**src/rtl/dcache_ctrl_if.sv**
```systemverilog
// Backing-memory bus between the data cache and data memory.
// The cache drives the request side; memory answers with read data and a one-cycle ack.
interface dcache_ctrl_if;
  logic        mem_req_o;
  logic        mem_we_o;
  logic [31:0] mem_addr_o;
  logic [31:0] mem_wdata_o;
  logic [31:0] mem_rdata_i;
  logic        mem_ack_i;

  modport master (
    output mem_req_o, mem_we_o, mem_addr_o, mem_wdata_o,
    input  mem_rdata_i, mem_ack_i
  );

  modport slave (
    input  mem_req_o, mem_we_o, mem_addr_o, mem_wdata_o,
    output mem_rdata_i, mem_ack_i
  );
endinterface

```
**src/rtl/dcache_ctrl.sv**
```systemverilog
// Direct-mapped, write-through, no-write-allocate data cache for the MEM stage.
// Read hits return in the same cycle; misses and writes stall until the memory ack.
module dcache_ctrl #(
  parameter int LINES = 16
) (
  input  logic             clk_i,
  input  logic             rst_i,
  input  logic             MemRead_i,
  input  logic             MemWrite_i,
  input  logic [31:0]      addr_i,
  input  logic [31:0]      data_i,
  output logic [31:0]      data_o,
  output logic             stall_o,
  output logic [31:0]      hit_cnt_o,
  output logic [31:0]      miss_cnt_o,
  dcache_ctrl_if.master    mem
);

  localparam int IDX   = $clog2(LINES);
  localparam int TAG_W = 30 - IDX;

  typedef enum logic [1:0] {IDLE, RD_MISS, WR_THRU} state_t;

  state_t state_q, state_d;

  logic [LINES-1:0] valid_q;
  logic [TAG_W-1:0] tag_q  [LINES];
  logic [31:0]      data_q [LINES];

  logic        req_q, we_q, wr_hit_q;
  logic [31:0] addr_q, wdata_q;
  logic [31:0] hit_cnt_q, miss_cnt_q;

  logic [31:0]      addr_al;
  logic [IDX-1:0]   idx, fidx;
  logic [TAG_W-1:0] tag, ftag;
  logic             hit, rd_req;

  logic launch_rd, launch_wr, fill, wr_upd, done, hit_inc, miss_inc;

  assign addr_al = addr_i & 32'hFFFF_FFFC;
  assign idx     = addr_al[IDX+1:2];
  assign tag     = addr_al[31:IDX+2];
  assign hit     = valid_q[idx] && (tag_q[idx] == tag);
  assign rd_req  = MemRead_i && !MemWrite_i;

  // Completion-time line updates use the latched request address
  assign fidx = addr_q[IDX+1:2];
  assign ftag = addr_q[31:IDX+2];

  always_comb begin
    state_d   = state_q;
    stall_o   = 1'b0;
    data_o    = 32'h0;
    launch_rd = 1'b0;
    launch_wr = 1'b0;
    fill      = 1'b0;
    wr_upd    = 1'b0;
    done      = 1'b0;
    hit_inc   = 1'b0;
    miss_inc  = 1'b0;
    unique case (state_q)
      IDLE: begin
        if (MemWrite_i) begin
          stall_o   = 1'b1;
          launch_wr = 1'b1;
          state_d   = WR_THRU;
        end else if (rd_req) begin
          if (hit) begin
            data_o  = data_q[idx];
            hit_inc = 1'b1;
          end else begin
            stall_o   = 1'b1;
            launch_rd = 1'b1;
            state_d   = RD_MISS;
          end
        end
      end
      RD_MISS: begin
        stall_o = 1'b1;
        if (mem.mem_ack_i) begin
          stall_o  = 1'b0;
          data_o   = mem.mem_rdata_i;
          fill     = 1'b1;
          done     = 1'b1;
          miss_inc = 1'b1;
          state_d  = IDLE;
        end
      end
      WR_THRU: begin
        stall_o = 1'b1;
        if (mem.mem_ack_i) begin
          stall_o  = 1'b0;
          done     = 1'b1;
          wr_upd   = wr_hit_q;
          hit_inc  = wr_hit_q;
          miss_inc = !wr_hit_q;
          state_d  = IDLE;
        end
      end
      default: state_d = IDLE;
    endcase
  end

  always_ff @(posedge clk_i or negedge rst_i) begin
    if (!rst_i) begin
      state_q    <= IDLE;
      req_q      <= 1'b0;
      we_q       <= 1'b0;
      addr_q     <= 32'h0;
      wdata_q    <= 32'h0;
      wr_hit_q   <= 1'b0;
      valid_q    <= '0;
      hit_cnt_q  <= 32'h0;
      miss_cnt_q <= 32'h0;
    end else begin
      state_q <= state_d;
      if (launch_rd || launch_wr) begin
        req_q  <= 1'b1;
        we_q   <= launch_wr;
        addr_q <= addr_al;
      end else if (done) begin
        req_q <= 1'b0;
        we_q  <= 1'b0;
      end
      if (launch_wr) begin
        wdata_q  <= data_i;
        wr_hit_q <= hit;
      end
      if (fill)     valid_q[fidx] <= 1'b1;
      if (hit_inc)  hit_cnt_q     <= hit_cnt_q + 32'd1;
      if (miss_inc) miss_cnt_q    <= miss_cnt_q + 32'd1;
    end
  end

  // Tag and data arrays carry no reset; the valid bits gate them
  always_ff @(posedge clk_i) begin
    if (fill) begin
      tag_q[fidx]  <= ftag;
      data_q[fidx] <= mem.mem_rdata_i;
    end else if (wr_upd) begin
      data_q[fidx] <= wdata_q;
    end
  end

  assign mem.mem_req_o   = req_q;
  assign mem.mem_we_o    = we_q;
  assign mem.mem_addr_o  = addr_q;
  assign mem.mem_wdata_o = wdata_q;
  assign hit_cnt_o       = hit_cnt_q;
  assign miss_cnt_o      = miss_cnt_q;

endmodule

```
**src/flat_wrapper.sv**
```systemverilog
// flat-port wrapper written by rule: the top's interface ports become plain ports
module dcache_ctrl_flat 
#(
  parameter int LINES = 16
)
  (clk_i, rst_i, MemRead_i, MemWrite_i, addr_i, data_i, data_o, stall_o, hit_cnt_o, miss_cnt_o, mem_mem_req_o, mem_mem_we_o, mem_mem_addr_o, mem_mem_wdata_o, mem_mem_rdata_i, mem_mem_ack_i);
  dcache_ctrl_if mem_i ();
  input  logic clk_i;
  input  logic rst_i;
  input  logic MemRead_i;
  input  logic MemWrite_i;
  input  logic [31:0] addr_i;
  input  logic [31:0] data_i;
  output logic [31:0] data_o;
  output logic stall_o;
  output logic [31:0] hit_cnt_o;
  output logic [31:0] miss_cnt_o;
  output wire logic [$bits(mem_i.mem_req_o)-1:0] mem_mem_req_o;
  output wire logic [$bits(mem_i.mem_we_o)-1:0] mem_mem_we_o;
  output wire logic [$bits(mem_i.mem_addr_o)-1:0] mem_mem_addr_o;
  output wire logic [$bits(mem_i.mem_wdata_o)-1:0] mem_mem_wdata_o;
  input wire logic [$bits(mem_i.mem_rdata_i)-1:0] mem_mem_rdata_i;
  input wire logic [$bits(mem_i.mem_ack_i)-1:0] mem_mem_ack_i;
  assign mem_mem_req_o = mem_i.mem_req_o;
  assign mem_mem_we_o = mem_i.mem_we_o;
  assign mem_mem_addr_o = mem_i.mem_addr_o;
  assign mem_mem_wdata_o = mem_i.mem_wdata_o;
  assign mem_i.mem_rdata_i = mem_mem_rdata_i;
  assign mem_i.mem_ack_i = mem_mem_ack_i;
  dcache_ctrl #(.LINES(LINES)) u_core (.clk_i(clk_i), .rst_i(rst_i), .MemRead_i(MemRead_i), .MemWrite_i(MemWrite_i), .addr_i(addr_i), .data_i(data_i), .data_o(data_o), .stall_o(stall_o), .hit_cnt_o(hit_cnt_o), .miss_cnt_o(miss_cnt_o), .mem(mem_i));
endmodule
```
**config.mk**
```make
export PLATFORM = sky130hd
export DESIGN_NAME = dcache_ctrl_flat
export DESIGN_NICKNAME = d
export VERILOG_FILES = /design/src/rtl/dcache_ctrl_if.sv /design/src/rtl/dcache_ctrl.sv /design/src/flat_wrapper.sv
export SDC_FILE = /design/constraint.sdc
export NUM_CORES = 1
export LEC_CHECK = 0
export BUFFER_PORTS_ARGS = -buffer_cell sky130_fd_sc_hd__buf_2
export CAP_MARGIN = 40
export CORE_MARGIN = 5
export CORE_UTILIZATION = 45
export DETAILED_ROUTE_END_ITERATION = 10
export SYNTH_ARGS = -nofsm -noshare
export SYNTH_HDL_FRONTEND = slang
export SYNTH_SLANG_ARGS = --single-unit
export TNS_END_PERCENT = 10
```
**constraint.sdc**
```tcl
create_clock -name clk_i -period 10.23 [get_ports clk_i]
set_clock_uncertainty 0.15 [all_clocks]
set_input_delay 2.046 -clock clk_i [delete_from_list [all_inputs] [get_ports clk_i]]
set_output_delay 2.046 -clock clk_i [all_outputs]
set_load 0.03 [all_outputs]
```
======== Word-level counts from Yosys, hierarchy flattened ========
Memories as Yosys holds them, arrays and structs flattened.
Cells that the tools add are included.
word-level totals
  bits in registers ....................... 147
  bits in writable memories ............... 928
  output and inout port bits .............. 163
  word-level logic and storage cells ...... 77
  memories ................................ 2
memories
  memory         depth  bits a word  read ports  clocked after memory_dff  write ports  line               source
  u_core.data_q  16     32           1           0                         1            dcache_ctrl.sv:28  logic [31:0] data_q [LINES];
  u_core.tag_q   16     26           1           0                         1            dcache_ctrl.sv:27  logic [TAG_W-1:0] tag_q [LINES];
cells by class
  add/subtract/negate cells ............... 2
  $lt $le $gt $ge ......................... 3
  eq/ne operators ......................... 6
  multiplexer cells ....................... 43
  bitwise gates (word level) .............. 2
  reductions and logical operators ........ 10
operators with widths
  cell                                                                number
  2-to-1 mux 32 bit                                                   5
  adder 32 x 1 -> 32 bit (second input constant)                      2
  case mux 32 bit (2 select lines)                                    1
  2-to-1 mux 1 bit                                                    27
  == test 26 bit                                                      1
  bitwise OR 16 bit                                                   1
  less-than comparator 4 x 5 -> 1 bit (second input constant)         2
  2-to-1 mux 2 bit                                                    4
  case mux 1 bit (2 select lines)                                     3
  binary-select mux 1 bit (select 4 bit)                              1
  demux 1 bit (select 4 bit)                                          1
  greater-or-equal comparator 4 x 1 -> 1 bit (second input constant)  1
  case mux 2 bit (2 select lines)                                     1
  logical AND 1 bit                                                   3
  != test 3 x 2 -> 1 bit (second input constant)                      1
  != test 3 bit (second input constant)                               1
  AND reduction 3 bit                                                 1
  == test 2 x 1 -> 1 bit (second input constant)                      1
  == test 2 bit (second input constant)                               1
  zero test 1 bit                                                     2
  zero test 2 bit                                                     1
  != test 2 x 1 -> 1 bit (second input constant)                      1
  nonzero test 2 bit                                                  1
  OR reduction 2 bit                                                  1
  2 further kinds                                                     2

======== Depth between registers and ports, before layout ========
  word-level depth ........................ 9
  gate-level depth with buffers ........... 15

======== Least setup slack after synthesis ========
Ideal clock, no wire load.
  kind .................................... input-to-output
  from .................................... input port addr_i[2]
  to ...................................... output port data_o[10]
  data arrival time ....................... 5131 ps
  setup slack ............................. 2903 ps
  cell stages on the path ................. 9
  cell sequence ........................... buf_2 > buf_4 > buf_4 > buf_1 > buf_2 > buf_1 > mux4_2 > mux4_2 > a22o_1
between the ends
  word-level cells in the longest chain between the ends .. 7
  elaborated cells on any way between the ends .. 10
  classes of those cells .................. eq/ne: 1; mux: 6; reduce/logical: 1; memory: 2
RTL lines
  item                                                                                 line                source
  start: declaration                                                                   flat_wrapper.sv:12  input logic [31:0] addr_i;
  memory read (16 x 26 bit) or binary-select mux 1 bit (select 4 bit) (tied branches)  n/a
  == test 26 bit or 2-to-1 mux 1 bit (tied branches)                                   dcache_ctrl.sv:44   assign hit = valid_q[idx] && (tag_q[idx] == tag);
  logical AND 1 bit                                                                    dcache_ctrl.sv:44
  2-to-1 mux 32 bit *                                                                  dcache_ctrl.sv:69   if (hit) begin
  2-to-1 mux 32 bit *                                                                  dcache_ctrl.sv:68   end else if (rd_req) begin
  2-to-1 mux 32 bit *                                                                  dcache_ctrl.sv:64   if (MemWrite_i) begin
  case mux 32 bit (2 select lines) *                                                   dcache_ctrl.sv:62   unique case (state_q)
  end: declaration                                                                     flat_wrapper.sv:14  output logic [31:0] data_o;
Every way passes the cells marked *; elsewhere a longest branch is shown, timed or not. The select of a mux whose other input is x is not followed.

======== Final worst setup path ========
  from .................................... input port addr_i[3]
  to ...................................... output port data_o[22]
Same word-level chain as after synthesis.

==> metrics.txt <==
status completed; first-pass GRT wire length 148000 µm; slowest CP cell nor4_2; Syn Std Cell Area 0.0425 mm²; Startpoint Class input port; H-tree depth 3; critical path class in -> out; most numerous cell on the critical path a22o_1; area delta synth->final 16.4%; cts repair resizes 0; clock buffer depth 3; Slew HR 40.5%; mean area per synthesized cell 20.7 µm²; Critical Path Max Stage Delay between 0.8 and 0.9 ns; fin crit period 8.62 ns; DP Wirelength 55400 µm; worst vdd ir 0.159 mV; Hold Buf Count CTS 0; Post-CTS Setup Bufs 0; Peak Freq 0.116 GHz; drt initial violations between 1500 and 2000; CTS root buffer clkbuf_16; IO buf count 259; Final Hold Fails 0; clock slew at reported path FFs 0.06 ns; sequential fraction of the synthesis area 74.2%; Critical Path AT 6.43 ns; Vias 21500; Setup crit end kind output port; Finish-stage setup viols 0; clk sinks 1075; Clk Latency, worst-skew pair 0.69 ns; global route overflow 0; CP required about 8 ns; die area between 0.1 and 0.15 mm²; dominant synthesized flop cell edfxtp_1; synth warn 0; max_cap viols 0; # rows 112; drt pass-1 iters 5; TNS Setup 0 ns; net count reported at finish 2490; drt wl/cell 27.1 µm; Synth Instances 2053; largest net degree at the start of global routing 88; Netlist cell types 60; Starting Density 45.4%; initial antenna violation count 2; via/cell ratio 5.76; vias in the first global route 22100; EDFF count, synth ~930; PwrDens 223 mW/mm²; die height approximately 320 µm; Core Region 0.0936 mm²; final worst path period share 84.3%; routability-driven placement congestion ratio roughly 0.76; worst min path class reg -> reg; Final ANT Viol Nets 0; hold slack 0.317 ns; pins over their slew limit 0; WL final 101000 µm; crit-path cells buf_4, buf_16, mux4_2, a22o_1, a221oi_1, xor2_1, nand4_1, nor4_2, and4_2, buf_12, a22o_1, buf_2; RSZ-0062 raised after global routing false; Worst Tran Pin Value slightly below 0.9 ns; CP max FO 36; die width 317 µm; synthesized flop and latch total approximately 1100; layout cell share with drive strength beyond 1 34.8%; Tot GR Track Use 20.0%; IO Pins 264; Static Leak 17.2 nW; Antenna diodes 0; Async S/R FF share, synth 13.7%; DRC violations left 0; CTS tree yes; Num CTS Buffers 109
==> metal layers <==
metal	share of wire, %	global-route usage, %	wire length [µm]	vias up
li1	-	-	-	9056
met1	44	29.4	44000	11600
met2	48	32.1	48800	712
met3	6.4	3.43	6480	120
met4	1.8	4.44	1800	0
met5	0	0	0	-
==> final cells by class <==
| type | instances | area (µm²) |
|---|---|---|
| Clock inverter | 63 | 728 |
| Tap cell | 1254 | 1570 |
| Timing Repair Buffer | 318 | 1970 |
| Sequential cell | 1075 | 31500 |
| Inverter | 16 | 62.6 |
| Clock buffer | 141 | 2960 |
| Multi-Input combinational cell | 863 | 10700 |
| Fill cell | 7417 | 44100 |
==> cells in the final DEF (no fill, tap or decap), types with 48 or more instances in the layout <==
master       n
buf_2      255
xnor2_1     55
buf_4       48
clkbuf_16  111
edfxtp_1   928
mux4_2     252
nand2_1     51
mux2i_1     64
dfrtp_1    147
mux2_2      70
==> synthesized netlist by cell type, types with 3 or more instances <==
library cell / instances / share of area (%)
nand3_1: 26 / 0.31
mux4_2: 252 / 13
a22o_1: 38 / 0.78
inv_1: 14 / 0.12
o2111ai_1: 4 / 0.082
clkbuf_1: 43 / 0.38
nor2b_1: 6 / 0.088
xnor2_1: 55 / 1.1
buf_1: 15 / 0.13
edfxtp_1: 928 / 66
o22ai_1: 6 / 0.088
nand4_1: 10 / 0.15
ha_1: 6 / 0.18
o21ai_1: 6 / 0.071
buf_4: 15 / 0.26
nor2_1: 53 / 0.47
nand2_1: 52 / 0.46
or2_2: 18 / 0.26
a22oi_1: 7 / 0.12
xor2_1: 37 / 0.76
mux2_2: 70 / 1.9
buf_6: 7 / 0.19
a31oi_1: 3 / 0.044
and2_1: 6 / 0.088
mux2i_1: 64 / 1.5
nand2b_1: 10 / 0.15
a211oi_1: 4 / 0.071
a221oi_1: 5 / 0.10
dfrtp_1: 147 / 8.7
nor3_1: 7 / 0.082
buf_2: 20 / 0.24
mux2_1: 35 / 0.93
o21ai_0: 7 / 0.082
a21oi_1: 25 / 0.29
and3_1: 19 / 0.28
==> power by group <==
group	switching, W	total (W)	internal, W
registers	0.000357	0.00564	0.00528
clock network	0.00167	0.00404	0.00238
logic	0.000892	0.00137	0.000482
==> cell families (layout without fill, tap and decap cells) <==
| family | count (synthesis) | in the layout | synth area share, % |
|---|---|---|---|
| muxes | 421 | 421 | 17.6 |
| other | 1 | 2 | 0.00882 |
| AOI/OAI and AO/OA | 126 | 126 | 2.20 |
| adders and majority gates | 6 | 6 | 0.177 |
| xor gates and xnor gates | 92 | 92 | 1.89 |
| DFF | 1075 | 1075 | 74.2 |
| and+or+nand+nor | 216 | 216 | 2.56 |
| buffers and inverters | 116 | 538 | 1.34 |
==> critical path, delay by kind of cell <==
| family | cells | cell delay, ns |
|---|---|---|
| compound gates | 3 | 0.77 |
| xor+xnor | 1 | 0.27 |
| buf+inv | 4 | 1.05 |
| mux | 1 | 0.54 |
| simple gates | 3 | 1.71 |
==> final timing paths <==
path,startpoint,to,slack (ns),cells after the start
setup / recovery,addr_i[3],data_o[22],1.61,12
hold / removal,u_core.valid_q[11],u_core.valid_q[11],0.32,1
setup reg to reg,u_core.tag_q[12][2],u_core.hit_cnt_o[16],5.76,9
hold reg to reg,u_core.valid_q[11],u_core.valid_q[11],0.32,1
max in group asynchronous,rst_i,u_core.hit_cnt_o[23],7.48,4
min in group asynchronous,rst_i,u_core.mem.mem_addr_o[26],1.11,1
==> flip-flops by register name (all words and copies together), names as in the netlist <==
signal,flops
u_core.data_q,512
u_core.tag_q,416
u_core.hit_cnt_o,32
u_core.mem.mem_wdata_o,32
u_core.miss_cnt_o,32
u_core.mem.mem_addr_o,30
u_core.valid_q,16
u_core.state_q,2
u_core.mem.mem_req_o,1
u_core.mem.mem_we_o,1
u_core.wr_hit_q,1
==> stage by stage <==
| step | worst slack, ns | utilization [%] | instances | cell area [µm²] | power [W] |
|---|---|---|---|---|---|
| after floorplan | 2.90 | - | 2054 | 42500 | 0.00649 |
| after global placement | 1.41 | 48.7 | 3516 | 45600 | 0.00703 |
| after detailed placement | 1.55 | 48.9 | 3526 | 45800 | 0.00712 |
| after CTS | 1.54 | 52.9 | 3730 | 49500 | 0.0112 |
| after global routing | 1.38 | 52.9 | 3730 | 49500 | 0.0115 |
| final | 1.61 | 52.9 | 3730 | 49500 | 0.0111 |
No activity file was read; power rests on OpenSTA's default activity.
